<file path="src/rtl/fpu_div_arbiter.sv">
// Round-robin arbiter sharing one Goldschmidt divider between NREQ FPU issue ports.
// Optional WAIT-state abort timer is enabled by defining FPU_DIV_TIMEOUT_EN.
module fpu_div_arbiter #(
    parameter int NREQ    = 4,
    parameter int W       = 32,
    parameter int TIMEOUT = 64
) (
    input  logic              clk,
    input  logic              clrn,
    input  logic [NREQ-1:0]   req_valid,
    input  logic [NREQ*W-1:0] req_dividend,
    input  logic [NREQ*W-1:0] req_divisor,
    output logic [NREQ-1:0]   req_ready,
    output logic [NREQ-1:0]   rsp_valid,
    output logic [W-1:0]      rsp_quotient,
    output logic [W-1:0]      rsp_rem,
    output logic              rsp_err,
    output logic              arb_busy,
    output logic [W-1:0]      div_dividend,
    output logic [W-1:0]      div_divisor,
    output logic              div_start,
    input  logic              div_busy,
    input  logic              div_ready,
    input  logic [W-1:0]      div_quotient,
    input  logic [W-1:0]      div_rem,
    output logic [1:0]        state_dbg
);

    localparam int PW = (NREQ > 1) ? $clog2(NREQ) : 1;

    typedef enum logic [1:0] {IDLE, ISSUE, WAIT, RESP} state_t;

    state_t         state, state_nxt;
    logic [PW-1:0]  ptr, owner, gnt_idx, scan_idx;
    logic           gnt_found, capture, abort;
    logic [W-1:0]   dvd_arr [NREQ];
    logic [W-1:0]   dvs_arr [NREQ];

    for (genvar i = 0; i < NREQ; i++) begin : g_slice
        assign dvd_arr[i] = req_dividend[i*W +: W];
        assign dvs_arr[i] = req_divisor[i*W +: W];
    end

    // First pending request scanning upward from the round-robin pointer, wrapping.
    always_comb begin
        gnt_found = 1'b0;
        gnt_idx   = '0;
        scan_idx  = '0;
        for (int i = 0; i < NREQ; i++) begin
            scan_idx = PW'((int'(ptr) + i) % NREQ);
            if (!gnt_found && req_valid[scan_idx]) begin
                gnt_found = 1'b1;
                gnt_idx   = scan_idx;
            end
        end
    end

`ifdef FPU_DIV_TIMEOUT_EN
    localparam int CW = $clog2(TIMEOUT + 1);
    logic [CW-1:0] tmo_cnt;
    logic          tmo_expired;

    always_ff @(posedge clk or negedge clrn) begin
        if (!clrn)             tmo_cnt <= '0;
        else if (state != WAIT) tmo_cnt <= '0;
        else                   tmo_cnt <= tmo_cnt + 1'b1;
    end

    assign tmo_expired = (tmo_cnt == CW'(TIMEOUT - 1));
`endif

    always_ff @(posedge clk or negedge clrn) begin
        if (!clrn) state <= IDLE;
        else       state <= state_nxt;
    end

    // Grants are gated by clrn so a held request cannot pulse req_ready during reset.
    always_comb begin
        state_nxt = state;
        req_ready = '0;
        rsp_valid = '0;
        div_start = 1'b0;
        capture   = 1'b0;
        abort     = 1'b0;
        case (state)
            IDLE: begin
                if (gnt_found && clrn) begin
                    req_ready[gnt_idx] = 1'b1;
                    state_nxt          = ISSUE;
                end
            end
            ISSUE: begin
                div_start = 1'b1;
                state_nxt = WAIT;
            end
            WAIT: begin
                if (div_ready) begin
                    capture   = 1'b1;
                    state_nxt = RESP;
                end
`ifdef FPU_DIV_TIMEOUT_EN
                else if (tmo_expired) begin
                    abort     = 1'b1;
                    state_nxt = RESP;
                end
`endif
            end
            RESP: begin
                rsp_valid[owner] = 1'b1;
                state_nxt        = IDLE;
            end
            default: state_nxt = IDLE;
        endcase
    end

    always_ff @(posedge clk or negedge clrn) begin
        if (!clrn) begin
            ptr          <= '0;
            owner        <= '0;
            div_dividend <= '0;
            div_divisor  <= '0;
            rsp_quotient <= '0;
            rsp_rem      <= '0;
        end else begin
            if (state == IDLE && gnt_found) begin
                div_dividend <= dvd_arr[gnt_idx];
                div_divisor  <= dvs_arr[gnt_idx];
                owner        <= gnt_idx;
                ptr          <= (gnt_idx == PW'(NREQ - 1)) ? '0 : gnt_idx + 1'b1;
            end
            if (capture) begin
                rsp_quotient <= div_quotient;
                rsp_rem      <= div_rem;
            end else if (abort) begin
                rsp_quotient <= '0;
                rsp_rem      <= '0;
            end
        end
    end

`ifdef FPU_DIV_TIMEOUT_EN
    always_ff @(posedge clk or negedge clrn) begin
        if (!clrn)        rsp_err <= 1'b0;
        else if (capture) rsp_err <= 1'b0;
        else if (abort)   rsp_err <= 1'b1;
    end
`else
    assign rsp_err = 1'b0;
`endif

    assign arb_busy  = (state != IDLE);
    assign state_dbg = state;

    // div_busy is informational only; the handshake completes on div_ready.
    logic unused_ok;
    assign unused_ok = ^{div_busy, (TIMEOUT > 0)};

endmodule

</file>
<file path="config.mk">
export PLATFORM = sky130hd
export DESIGN_NAME = fpu_div_arbiter
export DESIGN_NICKNAME = d
export VERILOG_FILES = /design/src/rtl/fpu_div_arbiter.sv
export SDC_FILE = /design/constraint.sdc
export NUM_CORES = 1
export LEC_CHECK = 0
export BUFFER_PORTS_ARGS = -buffer_cell sky130_fd_sc_hd__buf_2
export CORE_AREA = 4 4 181 183
export DETAILED_ROUTE_END_ITERATION = 10
export DIE_AREA = 0 0 185 187
export PLACE_DENSITY = 0.61
export SLEW_MARGIN = 20
export SYNTH_ARGS = -nofsm -noshare
export SYNTH_HDL_FRONTEND = slang
export SYNTH_SLANG_ARGS = --single-unit
</file>
<file path="constraint.sdc">
create_clock -name clk -period 2.2 [get_ports clk]
set_input_delay 0.22 -clock clk [delete_from_list [all_inputs] [get_ports clk]]
set_output_delay 0.22 -clock clk [all_outputs]
set_load 0.02 [all_outputs]
</file>
# After elaboration in Yosys (flattened, before gate mapping)
# Index checks and enable logic that the tools add are counted.
[totals] register_bits=134 latchBits=0 mem_bits_rw=0 romBits=0 out_inout_bits=141 word_cells=76 n_memories=0
[classes] n_addsub=4 mul=0 div=0 order_cmp=9 eq_ne=6 n_shift=0 muxes=36 bitwise_logic=1 reduce_logical=13
[op_table] operator="32-bit binary-select mux with 2-bit select" count=2
[op_table] operator="32-bit 2-to-1 mux" count=4
[op_table] operator="2-bit by 3-bit less-than comparator with 1-bit output, second input constant" count=6
[op_table] operator="2-bit 2-to-1 mux" count=7
[op_table] operator="1-bit 2-to-1 mux" count=13
[op_table] operator="4-bit 2-to-1 mux" count=3
[op_table] operator="1-bit binary-select mux with 2-bit select" count=4
[op_table] operator="2-bit case mux with 4 select lines" count=1
[op_table] operator="1-bit logical AND" count=7
[op_table] operator="2-bit equality test, second input constant" count=3
[op_table] operator="2-bit by 1-bit adder with 2-bit output, second input constant" count=2
[op_table] operator="2-bit adder, second input constant" count=2
[op_table] operator="1-bit demux with 2-bit select" count=2
[op_table] operator="2-bit by 1-bit greater-or-equal comparator with 1-bit output, second input constant" count=2
[op_table] operator="2-bit inequality test, second input constant" count=2
[op_table] operator="3-bit greater-or-equal comparator, second input constant" count=1
[op_table] operator="1-bit zero test" count=3
[op_table] operator="2-bit inverter with 3-bit output" count=1
[op_table] operator="2-bit by 1-bit equality test with 1-bit output, second input constant" count=1
[op_table] operator="2-bit zero test" count=1
[op_table] operator="2-bit AND reduction" count=1
[op_table] operator="2-bit nonzero test" count=1

# Longest topological paths before layout
# Gate-level depths: netlist of the first run.
[depth] ltp_word=18 mapped_depth=8

# Worst setup path before layout of the first run
# Ideal clock, no wire load.
[synth_timing] kind="reg2out" from="register state[0] (netlist: state_dbg[0])" to="output req_ready[0]" arrival_ps=1964 t_required_ps=1980 path_slack_ps=16 stages_incl_launch_ff=8 cell_sequence="dfrtp_1 > inv_1 > ha_1 > and2_1 > clkbuf_1 > clkbuf_1 > nand2_1 > nor3_1"
[synth_between] elab_chain_len=2
[synth_rtl] element="start, declared" line="33" rtl="state_t state, state_nxt;"
[synth_rtl] element="start signal, assigned" line="74" rtl="else state <= state_nxt;"
[synth_rtl] element="2-bit zero test" line="85" rtl="case (state)"
[synth_rtl] element="4-bit 2-to-1 mux" line="85"
[synth_rtl] element="end, declared" line="13" rtl="output logic [NREQ-1:0] req_ready,"
# Every way passes these cells.

# Final worst setup path of the first run
[layout_timing] from="register ptr[1]" to="output req_ready[3]"
[layout_between] elab_chain_len=18 elab_cells_between_ends=33 cone_classes="3 x add/sub; 2 x order compare; 20 x mux; 8 x reduce/logical"
[layout_rtl] element="start, declared" line="34" rtl="logic [PW-1:0] ptr, owner, gnt_idx, scan_idx;"
[layout_rtl] element="start signal, assigned" line="129" rtl="ptr <= (gnt_idx == PW'(NREQ - 1)) ? '0 : gnt_idx + 1'b1;"
[layout_rtl] element="parallel branches: the longest is 16 deep, another holds 2-bit by 3-bit less-than comparator with 1-bit output"
[layout_rtl] element="4-bit 2-to-1 mux *" line="87" rtl="if (gnt_found && clrn) begin"
[layout_rtl] element="4-bit 2-to-1 mux *" line="85"
# Mark *: on every way between the ends. The select of a mux whose other input is x is not followed.

==> results of run 1 <==
==> through the flow <==
stage          instance area [µm²]  setup WS, ps  setup TNS [ps]  instances
6_report                     11500          52.4               0       1597
5_1_grt                      11500         -47.4           -80.3       1597
4_1_cts                      11400         -18.3           -36.2       1593
3_5_place_dp                 10400           101               0       1528
3_3_place_gp                 10400           113               0       1528
2_1_floorplan                 7540          15.6               0        700
==> what timing repair did <==
action | in CTS | in global routing
hold buffers | 24 | 1
resized for setup | 18 | 2
cloned | 3 | 0
pin swaps | 6 | 3
endpoints found under the hold margin | 126 | 1
endpoints found under the setup margin | 4 | 4
buffers inserted | 6 | 3
==> cell families (layout without fill, tap and decap cells) <==
group / Yosys count / in the layout / synth area share, %
AO/OA/AOI/OAI: 204 / 204 / 23.0
adder cells (fa/ha/maj): 5 / 5 / 0.829
buffers and inverters: 135 / 630 / 8.29
flip-flops: 134 / 134 / 44.4
multiplexers: 128 / 128 / 18.0
other: 1 / 1 / 0.0497
AND/OR/NAND/NOR: 93 / 93 / 5.32
==> flip-flops by register name (all words and copies together) (netlist names) <==
register / count
rsp_rem: 32
owner: 2
rsp_quotient: 32
div_divisor: 32
div_dividend: 32
state_dbg: 2
ptr: 2
==> worst reg2reg max path: stages (launching register included) <==
cell and delay (ps):
dfrtp_1 430, nor2b_4 160, o21ai_4 170, nand3_4 150, inv_6 100, buf_16 100, buf_4 280, a211oi_1 140
buf_4 160, a211oi_1 210
==> final cells by class <==
type                            instances  area share (%)
Multi-Input combinational cell        431            31.7
Sequential cell                       134            29.2
Clock inverter                         14            1.44
Inverter                               71            2.36
Tap cell                              402            4.38
Timing Repair Buffer                  527            27.2
Clock buffer                           18            3.73
==> worst paths after layout <==
kind                                          from                            to  slack [ps]
hold reg to reg            rsp_rem[17]$_DFFE_PN0P_       rsp_rem[17]$_DFFE_PN0P_         500
setup reg to reg                ptr[1]$_DFFE_PN0P_  div_dividend[19]$_DFFE_PN0P_         210
hold / removal                         div_rem[21]       rsp_rem[21]$_DFFE_PN0P_          30
min in group asynchronous                     clrn       rsp_rem[26]$_DFFE_PN0P_         220
max in group asynchronous                     clrn   div_dividend[2]$_DFFE_PN0P_        1320
setup / recovery                ptr[1]$_DFFE_PN0P_                  req_ready[3]          50
==> cell usage after synthesis (all sizes together) <==
master  instances  area share (%)
nor3b           1            0.10
and3            2            0.17
a211oi        128              17
nor2           69             3.4
mux2i          64             8.5
a21o            2            0.20
a21oi           4            0.27
clkbuf         35             1.9
dfrtp         134              44
nand4           1           0.083
a31oi          64             5.3
and2            1           0.083
a41o            1            0.15
mux2           64             9.6
o22a            1            0.12
buf            29             2.9
ha              5            0.83
o21ai           4            0.27
nor2b           1           0.083
nand3b          2            0.20
inv            71             3.5
nand3           2            0.20
nor3            3            0.20
nand2b          1           0.083
conb            1           0.050
nand2           8            0.43
and3b           1            0.12
or4             1            0.15
==> power breakdown <==
part | switching, mW | internal (mW) | leakage (nW)
sequential | 0.648 | 3.75 | 1.54
clock | 1.26 | 1.71 | 0.278
combinational | 5.39 | 3.72 | 3.81
total | 7.30 | 9.18 | 5.62
==> routing by layer <==
metal,track usage (%),wire length (µm),vias up
li1,-,-,3520
met1,20.3,11900,3656
met2,29.7,15400,347
met3,3.93,2100,48
met4,5.73,754,0
met5,0,0,-
==> qor.yml, run 1 <==
detailed_routing:
  drt_pass1_iterations: 5
  wl_mm: 30.2
  dr.first_iter.drc_count: 372
  vias: 7571
  wl_per_cell_um: 18.9
  viasPerCell: 4.74
  ant_nets: 0
  drc_errors: 0
clocking:
  clock_sinks: 134
  cts_tree: "yes"
  root_buffer: "clkbuf_16"
  cts_buffers: 17
  clkLatencyLatePin_ps: 420
  path_clk_slew_ps: 70
  htreeDepth: 4
  clockBufferDepth: 2
power_and_ir_drop:
  vdd_ir_drop_max_v: 0.000561
  cellLeakagePower_nw: 5.62
  power.density_nw_per_um2: 1430
  total_power_mw: 16.5
run_status:
  status: "completed"
setup_path:
  endpoint_kind: "output pin"
  critical_path.max_stage_delay_ps: 430
  reg2reg_depth: 9
  cp-start-kind: "flip-flop"
  path_buf_inv: 3
  path_cells: "nand2b_1, a21o_2, nand3_4, inv_6, buf_16, ha_4, and3_4, buf_6"
  cp_slowest_cell: "dfrtp_1"
  critical_path_arrival_ps: 1930
  required_ps: 1980
  cp_max_fo: 5
  critPathKind: "flip-flop to output pin"
  cp_num_cells: 8
  cp_top_family: "flip-flops"
global_routing:
  grt_pass1_vias: 7977
  antenna_found_initial: 0
  grt_max_degree: 67
  globalRouteOverflowTotal: 0
  grt_use_total_pct: 16.9
  grt_pass1_wl_mm: 45.5
logic_synthesis:
  yosysSeqAreaShare_pct: 44.4
  netlist_area_um2: 7540
  synth_cells: 700
  syn_avg_cell_area_um2: 10.8
  synth_seq_cells: 134
  yosysWarnings: 0
  syn-num-nets: 1033
  synth_cell_types: 37
layout:
  drive_above_1_share_pct: 56.6
  seq_area_um2: 3350
  final_common_cell: "buf_2"
  nNetsFinal: 1515
  syn2layout_area_growth_pct: 52.3
  fillers: 3157
  n_antenna_cell: 0
  fin_util_pct: 36.8
  final_cell_mix: "buf_2, dfrtp_1, inv_1"
  multi_input_area_um2: 3640
die:
  dieArea_um2: 34600
  core_area_um2: 31200
  die_h_um: 187
  num_rows: 65
  die_x_um: 185
  initial_core_util_pct: 24.2
  boundaryPins: 469
placement:
  numPortBuffers: 466
  gp_congestion: 0.843
  hpwlAfterDp_mm: 21.2
sta:
  final-setup-viol-count: 0
  hold_violations: 0
  skew_ps: 7.46
  rsz0062_at_grt: "yes"
  period_minus_slack_ps: 2150
  max_freq_mhz: 466
  period_share_pct: 97.6
  slew_viol_final: 0
  fin_hold_ws_ps: 32.9
worst_hold_path:
  min-delay-path-class: "input port to flip-flop"
  hold_depth: 2
job:
  maxCapViolations: 0
Power figures use the tool's default switching activity.
==> inputs of run 2 (changes only) <==
- REMOVE_ABC_BUFFERS: default -> 1
- clock period: 2.2 -> 2.4 ns (I/O delays scaled with it)
==> qor.yml, run 2 (synthesized netlist as in run 1, its figures left out) <==
clocking:
  clockBufferDepth: 2
  clock_sinks: 134
  root_buffer: "clkbuf_16"
  cts_buffers: 17
  clkLatencyLatePin_ps: 420
  path_clk_slew_ps: 70
  htreeDepth: 4
  cts_tree: "yes"
global_routing:
  globalRouteOverflowTotal: 0
  grt_pass1_vias: 7512
  antenna_found_initial: 3
  grt_use_total_pct: 16.3
  grt_max_degree: 94
  grt_pass1_wl_mm: 43.7
power_and_ir_drop:
  power.density_nw_per_um2: 1330
  vdd_ir_drop_max_v: 0.000525
  cellLeakagePower_nw: 5.39
  total_power_mw: 14.5
placement:
  hpwlAfterDp_mm: 22.8
  gp_congestion: 0.821
  post-place-ws_ps: 73.3
  numPortBuffers: 466
die:
  core_area_um2: 31200
  dieArea_um2: 34600
  num_rows: 65
  initial_core_util_pct: 24.2
  die_x_um: 185
  boundaryPins: 469
  die_h_um: 187
detailed_routing:
  drt_pass1_iterations: 5
  viasPerCell: 4.73
  wl_mm: 29.7
  routed-wl-met2_mm: 15.2
  highest_layer: "met4"
  drc_errors: 0
  wirelength_met1_mm: 11.5
  ant_nets: 0
  route.met3.wl_mm: 2.57
  dr.first_iter.drc_count: 302
  wl_per_cell_um: 19.0
  vias: 7392
sta:
  max_freq_mhz: 446
  worst_slack_ps: 157
  fin_hold_ws_ps: 48.2
  worstMarginPinSlew_ps: 538
  rsz0062_at_grt: "no"
  period_share_pct: 93.5
  slew_viol_final: 0
  skew_ps: 15.1
  period_minus_slack_ps: 2240
  maxSlewHeadroom_pct: 64.1
  hold_violations: 0
  final-setup-viol-count: 0
setup_path:
  reg2reg_depth: 7
  startpoint: "ptr[1]$_DFFE_PN0P_"
  rr_startpoint: "state_dbg[1]$_DFFE_PN0P_"
  required_ps: 2160
  cp-endpoint: "req_ready[1]"
  critical_path_arrival_ps: 2000
  reg2reg_to: "div_divisor[16]$_DFFE_PN0P_"
  endpoint_kind: "output pin"
  critPathKind: "flip-flop to output pin"
  cp-start-kind: "flip-flop"
  rrSetupSlack_ps: 260
  cp_max_fo: 20
run_status:
  status: "completed"
worst_hold_path:
  min-delay-path-class: "input port to flip-flop"
job:
  maxCapViolations: 0
layout:
  syn2layout_area_growth_pct: 45.3
  fillers: 3232
  nNetsFinal: 1478
  final_cell_mix: "buf_2, dfrtp_1, inv_1"
  drive_above_1_share_pct: 56.7
  fin_util_pct: 35.1
  final_common_cell: "buf_2"
run 2: cell type report:
cell class	count	area, µm²	area share, %
Clock buffer	17	425	3.88
Sequential cell	134	3350	30.6
Antenna cell	3	7.51	0.0685
Multi-Input combinational cell	431	3610	32.9
Tap cell	402	503	4.59
Timing Repair Buffer	490	2660	24.3
Inverter	71	269	2.45
Clock inverter	15	135	1.23
run 2: stage by stage:
step	std cells	setup TNS, ps	cell area (µm²)
floorplan	636	-300920	7190
global placement	1527	0	10400
finish	1563	0	11000
detailed placement	1527	0	10400
global route	1561	0	11000
CTS	1560	0	10900
run 2: critical path: stages, from the launching register on:
cell and delay (ps):
dfrtp_1 410, nor2b_2 190, o21ai_4 200, nand3_4 130, buf_4 280, nor3_1 190, buf_2 190
run 2: report_power, final:
part	leakage (nW)	internal, mW	switching (mW)
sequential	1.54	3.44	0.598
combinational	3.59	3.10	4.88
clock	0.264	1.36	1.17
total	5.39	7.90	6.65
run 2: per-layer routing:
layer	track usage, %	vias to the layer above
li1	-	3447
met1	18.7	3543
met2	29.4	375
met3	4.80	27
met4	4.29	0
met5	0	-
run 2: what timing repair did:
item / in CTS / in global routing
buffers inserted: 0 / 0
endpoints found under the setup margin: 0 / 3
hold endpoints to repair: 134 / 0
hold buffers: 1 / 0
resized for setup: 0 / 4
run 2: worst min-delay path by stage:
stage	start	to	cells after the start
5_1_grt	div_rem[6]	rsp_rem[6]$_DFFE_PN0P_	2
3_3_place_gp	clrn	owner[0]$_DFFE_PN0P_	1
2_1_floorplan	clrn	div_dividend[0]$_DFFE_PN0P_	0
6_report	div_rem[6]	rsp_rem[6]$_DFFE_PN0P_	2
3_5_place_dp	clrn	owner[1]$_DFFE_PN0P_	1
4_1_cts	div_rem[9]	rsp_rem[9]$_DFFE_PN0P_	2
